`config.mk`:
```
export PLATFORM = sky130hd
export DESIGN_NAME = seq_stage_ctrl
export DESIGN_NICKNAME = d
export VERILOG_FILES = /design/src/rtl/y86_pkg.sv /design/src/rtl/seq_dst_sel.sv /design/src/rtl/seq_stage_ctrl.sv
export SDC_FILE = /design/constraint.sdc
export NUM_CORES = 1
export LEC_CHECK = 0
export ABC_AREA = 1
export CORE_AREA = 2 2 86 88
export DETAILED_ROUTE_END_ITERATION = 12
export DIE_AREA = 0 0 88 90
export PLACE_DENSITY_LB_ADDON = 0.25
export SYNTH_ARGS = -nofsm -noshare
export SYNTH_HDL_FRONTEND = slang
export SYNTH_SLANG_ARGS = --single-unit
```
`constraint.sdc`:
```
create_clock -name clock -period 1.76 [get_ports clock]
set_clock_uncertainty 0.05 [all_clocks]
set_input_delay 0.176 -clock clock [delete_from_list [all_inputs] [get_ports clock]]
set_output_delay 0.176 -clock clock [all_outputs]
set_load 0.02 [all_outputs]
```
`src/rtl/y86_pkg.sv`:
```
// Shared Y86-64 encodings for the SEQ control path: instruction codes,
// processor status, sequencer states and register-file selector constants.
package y86_pkg;

  localparam logic [3:0] I_HALT   = 4'h0;
  localparam logic [3:0] I_NOP    = 4'h1;
  localparam logic [3:0] I_RRMOVQ = 4'h2;
  localparam logic [3:0] I_IRMOVQ = 4'h3;
  localparam logic [3:0] I_RMMOVQ = 4'h4;
  localparam logic [3:0] I_MRMOVQ = 4'h5;
  localparam logic [3:0] I_OPQ    = 4'h6;
  localparam logic [3:0] I_JXX    = 4'h7;
  localparam logic [3:0] I_CALL   = 4'h8;
  localparam logic [3:0] I_RET    = 4'h9;
  localparam logic [3:0] I_PUSHQ  = 4'hA;
  localparam logic [3:0] I_POPQ   = 4'hB;

  localparam logic [3:0] REG_NONE = 4'hF;
  localparam logic [3:0] REG_RSP  = 4'h4;

  typedef enum logic [1:0] {
    STAT_AOK = 2'b00,
    STAT_HLT = 2'b01,
    STAT_ADR = 2'b10,
    STAT_INS = 2'b11
  } stat_e;

  typedef enum logic [2:0] {
    ST_IDLE      = 3'd0,
    ST_FETCH     = 3'd1,
    ST_DECODE    = 3'd2,
    ST_EXECUTE   = 3'd3,
    ST_MEMORY    = 3'd4,
    ST_WRITEBACK = 3'd5,
    ST_PCUPD     = 3'd6,
    ST_HALTED    = 3'd7
  } state_e;

  function automatic logic is_mem_icode(input logic [3:0] ic);
    case (ic)
      I_RMMOVQ, I_MRMOVQ, I_CALL, I_RET, I_PUSHQ, I_POPQ: return 1'b1;
      default:                                            return 1'b0;
    endcase
  endfunction

endpackage

```
`src/rtl/seq_dst_sel.sv`:
```
// Register-file write selectors from latched instruction fields; shared
// between the stage sequencer and the decode block.
module seq_dst_sel
  import y86_pkg::*;
(
  input  logic [3:0] icode,
  input  logic [3:0] ra,
  input  logic [3:0] rb,
  input  logic       cnd_q,
  output logic [3:0] dst_e,
  output logic [3:0] dst_m
);

  always_comb begin
    dst_e = REG_NONE;
    dst_m = REG_NONE;
    case (icode)
      I_RRMOVQ:                       dst_e = cnd_q ? rb : REG_NONE;
      I_IRMOVQ, I_OPQ:                dst_e = rb;
      I_CALL, I_RET, I_PUSHQ, I_POPQ: dst_e = REG_RSP;
      default: ;
    endcase
    case (icode)
      I_MRMOVQ, I_POPQ: dst_m = ra;
      default: ;
    endcase
  end

endmodule

```
`src/rtl/seq_stage_ctrl.sv`:
```
// Y86-64 SEQ stage sequencer: one stage per cycle, MEMORY stretched until
// mem_ready (bounded by MEM_TIMEOUT), owns processor status and retire count.
module seq_stage_ctrl
  import y86_pkg::*;
#(
  parameter int unsigned MEM_TIMEOUT = 15
) (
  input  logic        clock,
  input  logic        reset_n,
  input  logic        start,
  input  logic [3:0]  icode,
  input  logic [3:0]  ifun,
  input  logic [3:0]  ra,
  input  logic [3:0]  rb,
  input  logic        imem_error,
  input  logic        cnd,
  input  logic        mem_ready,
  input  logic        dmem_error,
  output logic [2:0]  stage,
  output logic        fetch_en,
  output logic        decode_en,
  output logic        exec_en,
  output logic        wb_en,
  output logic        pc_en,
  output logic        mem_req,
  output logic [3:0]  dst_e,
  output logic [3:0]  dst_m,
  output logic [1:0]  stat,
  output logic        busy,
  output logic [31:0] instr_count
);

  localparam int unsigned CW = (MEM_TIMEOUT < 2) ? 1 : $clog2(MEM_TIMEOUT + 1);
  localparam logic [CW-1:0] WAIT_LAST = CW'(MEM_TIMEOUT - 1);

  state_e        state_q, state_d;
  stat_e         stat_q, stat_d;
  logic [31:0]   count_q, count_d;
  logic [3:0]    icode_q, icode_d;
  logic [3:0]    ifun_q, ifun_d;
  logic [3:0]    ra_q, ra_d;
  logic [3:0]    rb_q, rb_d;
  logic          cnd_q, cnd_d;
  logic [CW-1:0] wait_q, wait_d;
  logic [3:0]    sel_e, sel_m;
  logic          unused_ifun;

  // ifun is latched with the other fields for the datapath but not decoded here
  assign unused_ifun = ^ifun_q;

  seq_dst_sel u_dst_sel (
    .icode (icode_q),
    .ra    (ra_q),
    .rb    (rb_q),
    .cnd_q (cnd_q),
    .dst_e (sel_e),
    .dst_m (sel_m)
  );

  always_ff @(posedge clock or negedge reset_n) begin
    if (!reset_n) begin
      state_q <= ST_IDLE;
      stat_q  <= STAT_AOK;
      count_q <= '0;
      icode_q <= '0;
      ifun_q  <= '0;
      ra_q    <= '0;
      rb_q    <= '0;
      cnd_q   <= 1'b0;
      wait_q  <= '0;
    end else begin
      state_q <= state_d;
      stat_q  <= stat_d;
      count_q <= count_d;
      icode_q <= icode_d;
      ifun_q  <= ifun_d;
      ra_q    <= ra_d;
      rb_q    <= rb_d;
      cnd_q   <= cnd_d;
      wait_q  <= wait_d;
    end
  end

  always_comb begin
    state_d   = state_q;
    stat_d    = stat_q;
    count_d   = count_q;
    icode_d   = icode_q;
    ifun_d    = ifun_q;
    ra_d      = ra_q;
    rb_d      = rb_q;
    cnd_d     = cnd_q;
    wait_d    = wait_q;
    fetch_en  = 1'b0;
    decode_en = 1'b0;
    exec_en   = 1'b0;
    wb_en     = 1'b0;
    pc_en     = 1'b0;
    mem_req   = 1'b0;

    case (state_q)
      ST_IDLE, ST_HALTED: begin
        if (start) begin
          state_d = ST_FETCH;
          stat_d  = STAT_AOK;
        end
      end
      ST_FETCH: begin
        fetch_en = 1'b1;
        icode_d  = icode;
        ifun_d   = ifun;
        ra_d     = ra;
        rb_d     = rb;
        if (imem_error) begin
          stat_d  = STAT_ADR;
          state_d = ST_HALTED;
        end else if (icode > I_POPQ) begin
          stat_d  = STAT_INS;
          state_d = ST_HALTED;
        end else if (icode == I_HALT) begin
          stat_d  = STAT_HLT;
          count_d = count_q + 32'd1;
          state_d = ST_HALTED;
        end else begin
          state_d = ST_DECODE;
        end
      end
      ST_DECODE: begin
        decode_en = 1'b1;
        state_d   = ST_EXECUTE;
      end
      ST_EXECUTE: begin
        exec_en = 1'b1;
        cnd_d   = cnd;
        wait_d  = '0;
        state_d = ST_MEMORY;
      end
      ST_MEMORY: begin
        if (is_mem_icode(icode_q)) begin
          mem_req = 1'b1;
          if (mem_ready) begin
            if (dmem_error) begin
              stat_d  = STAT_ADR;
              state_d = ST_HALTED;
            end else begin
              state_d = ST_WRITEBACK;
            end
          end else if (wait_q == WAIT_LAST) begin
            // this is the MEM_TIMEOUT-th cycle without an acknowledge
            stat_d  = STAT_ADR;
            state_d = ST_HALTED;
          end else begin
            wait_d = wait_q + 1'b1;
          end
        end else begin
          state_d = ST_WRITEBACK;
        end
      end
      ST_WRITEBACK: begin
        wb_en   = 1'b1;
        state_d = ST_PCUPD;
      end
      ST_PCUPD: begin
        pc_en   = 1'b1;
        count_d = count_q + 32'd1;
        state_d = ST_FETCH;
      end
      default: state_d = ST_IDLE;
    endcase
  end

  always_comb begin
    stage       = state_q;
    stat        = stat_q;
    instr_count = count_q;
    busy        = (state_q != ST_IDLE) && (state_q != ST_HALTED);
    dst_e       = (state_q == ST_WRITEBACK) ? sel_e : REG_NONE;
    dst_m       = (state_q == ST_WRITEBACK) ? sel_m : REG_NONE;
  end

endmodule

```
==> flow_summary.ini <==
[final_layout]
layout.nets = 650
layout-drive-gt1-share_pct = 15.4
layout_commonest_cell = nand2_1
final_cell_mix = nand2_1, nor2_1, clkdlybuf4s50_1
fillers = 650
diodes = 0
multi_input_area_sq_mm = 0.00189
post-route-util_pct = 66.1
register_area_sq_mm = 0.00135
fin_cells = 724
area_growth_pct = 35.9

[timing]
rsz0062_at_grt = yes
post-route-min-period_ps = 1770
slew_viol_final = 0
fmax_mhz = 566
finalSetupViolCount = 1
slew_headroom_pct = 71.3
tightest_slew_ps = 431
fin_crit_sh_pct = 100
setup_ws_ps = -6.88
hold_violations = 0

[power_and_ir_drop]
ir_worst_vdd_mv = 0.778
cellPowerDensity_mw_per_mm2 = 1130
power.static_leakage_nw = 2.17

[yosys]
ys_types = 29
synthAdderAreaFrac_pct = 1.10
yosys.area_share.simple_pct = 45.0
yosys_warnings = 0
synth_top_area_share_pct = 39.6
synthCells = 519
synthesis.nets = 545
ys_ff_latch = 54
synth_top_cell_by_area = dfrtp_1
synth.avg_cell_area_sq_um = 6.58
synth-edff-count = 0
yosys-top-cells-area = dfrtp_1, nand2_1, nor2_1, inv_1, nand3_1
synth_flop_cell = dfrtp_1
async_flop_share_pct = 100
synthMuxAreaShare_pct = 0
synth_compound_area_share_pct = 4.32
synth_xor_area_share_pct = 2.82
yosysSeqAreaShare_pct = 39.6
synth_top_family_by_area = simple AND/OR/NAND/NOR gates
syn_area_sq_mm = 0.00342

[status]
violations = setup timing
status = finished, violations left

[critical_path]
ff2ff_path_depth = 10
cp-start-kind = flip-flop
cp_slowest_cell = dfrtp_1
worstPathRequired_ps = 1530
worstSetupEndpointType = output pin
setup.worst_path.start = icode_q[3]
r2r_start = stage[0]
cpPeakStageDelay_ps = 420
crit_path_end = dst_m[0]
worstPathArrival_ps = 1540
worstReg2RegEnd = instr_count[29]
critPathKind = reg2out
crit_fanout = 4
path_cells = nand3b_1, o21ai_2, nand2_2, nor2_4, buf_6, nand2_2, buf_6
regToRegSetupSlack_ps = 130

[detailed_routing]
remaining_drc_errors = 0
routed_wl_mm = 9.16
drt_iter0_markers = 236
drt-met1-wl_mm = 4.21
wl_per_cell_um = 12.7
wl_met2_mm = 4.26
postRouteAntennaNets = 0
dr.max_layer_used = met4
first_pass_iters = 5
dr_wl_met3_um = 610
vias = 3562
vias_per_cell = 4.92

[clock_network]
numCtsBuffers = 5
clock_sinks = 54
cts_tree = built
clkSlewWorstSetupHoldPaths_ps = 100
h-tree-depth = 2
root_buffer = clkbuf_8
clock_latency_ps = 310
clock_path_buffers = 2

[hold_path]
hp-class = in2async

[global_route]
overflow = 0
grtUsageTotal_pct = 24.2
antenna_found_initial = 0
grt_pass1_vias = 3375
grt_pass1_wl_mm = 15.4
grt_max_degree = 39

[placement]
dp_hpwl_mm = 7.09
dpl.cell_count = 709
numPortBuffers = 70
gp_congestion = 1.01

[floorplanning]
core-area_sq_mm = 0.00702
num_io_pins = 75
die_h_um = 90
dieWidth_um = 88
rows = 31
die_area_sq_mm = 0.00792
start_util_pct = 48.7

[flow_run]
drv_cap = 0
==> final cells by class <==
cell class	count	area share, %
Sequential cell	54	29.2
Timing Repair Buffer	106	20.9
Clock inverter	2	0.836
Inverter	49	3.96
Multi-Input combinational cell	408	40.7
Clock buffer	6	1.78
Tap cell	99	2.67
==> kinds of logic (layout without fill, tap and decap cells) <==
family          after synthesis  in the layout
compound gates               28             28
xor+xnor                     11             11
simple gates                366            366
fa+ha+maj                     3              3
buf+inv                      57            163
flops                        54             54
==> worst max-delay path, delay by kind of cell (launching register included) <==
| family | cells | cell delay (ps) |
|---|---|---|
| and+or+nand+nor | 4 | 460 |
| DFF | 1 | 420 |
| buffers and inverters | 2 | 250 |
| AOI/OAI and AO/OA | 1 | 100 |
==> report_power, final <==
group          switching, W  leakage, nW  internal [W]  total, W
Combinational       0.00154         1.39       0.00109   0.00262
Clock              0.000429       0.0618      0.000469  0.000898
Sequential         0.000195        0.717       0.00151   0.00170
Total               0.00216         2.17       0.00306   0.00523
==> worst min-delay path by stage <==
stage,startpoint,to,depth (start not counted)
after global placement,reset_n,rb_q[0],1
after floorplan,reset_n,cnd_q,0
after detailed placement,reset_n,rb_q[0],1
after global routing,reset_n,cnd_q,2
final,reset_n,rb_q[0],2
after CTS,reset_n,rb_q[0],2
==> metal layers <==
layer / track usage [%] / vias up
met3: 2.94 / 8
li1: - / 1813
met1: 35.4 / 1624
met2: 38.5 / 117
met4: 4.87 / 0
met5: 0 / -
==> cells in the mapped netlist (3+ instances only) <==
cell type and number:
nand2_1 244, nor2_1 66, dfrtp_1 54, inv_1 46, nand3_1 28, o21ai_0 20
nand3b_1 9, xor2_1 8, nand4_1 5, o21ai_1 4, buf_6 3, ha_1 3
inv_2 3, nand2_2 3, nor2_4 3, xnor2_1 3
==> per-stage QoR <==
step	instance area, sq um	hold WS, ps	setup TNS (ps)	power [W]	setup slack (ps)
global route	4640	306	-240	0.00564	-84.1
CTS	4560	280	-106	0.00512	-49.2
global placement	4420	81.0	-91.4	0.00412	-23.8
detailed placement	4420	82.5	-883	0.00420	-215
floorplan	3420	-170	0	0.00314	30.2
finish	4640	301	-6.88	0.00523	-6.88
==> registers in the layout, summed over array words and instances, names as in the netlist <==
name	cells
cnd_q	1
icode_q	4
instr_count	32
ra_q	4
rb_q	4
stage	3
stat	2
wait_q	4
==> timing repair <==
item	CTS	global route
pin swaps	2	9
gates resized for setup	52	40
hold endpoints to repair	16	0
buffers inserted	1	5
hold buffers	1	0
endpoints found under the setup margin	15	39
No activity file was read; power rests on OpenSTA's default activity.
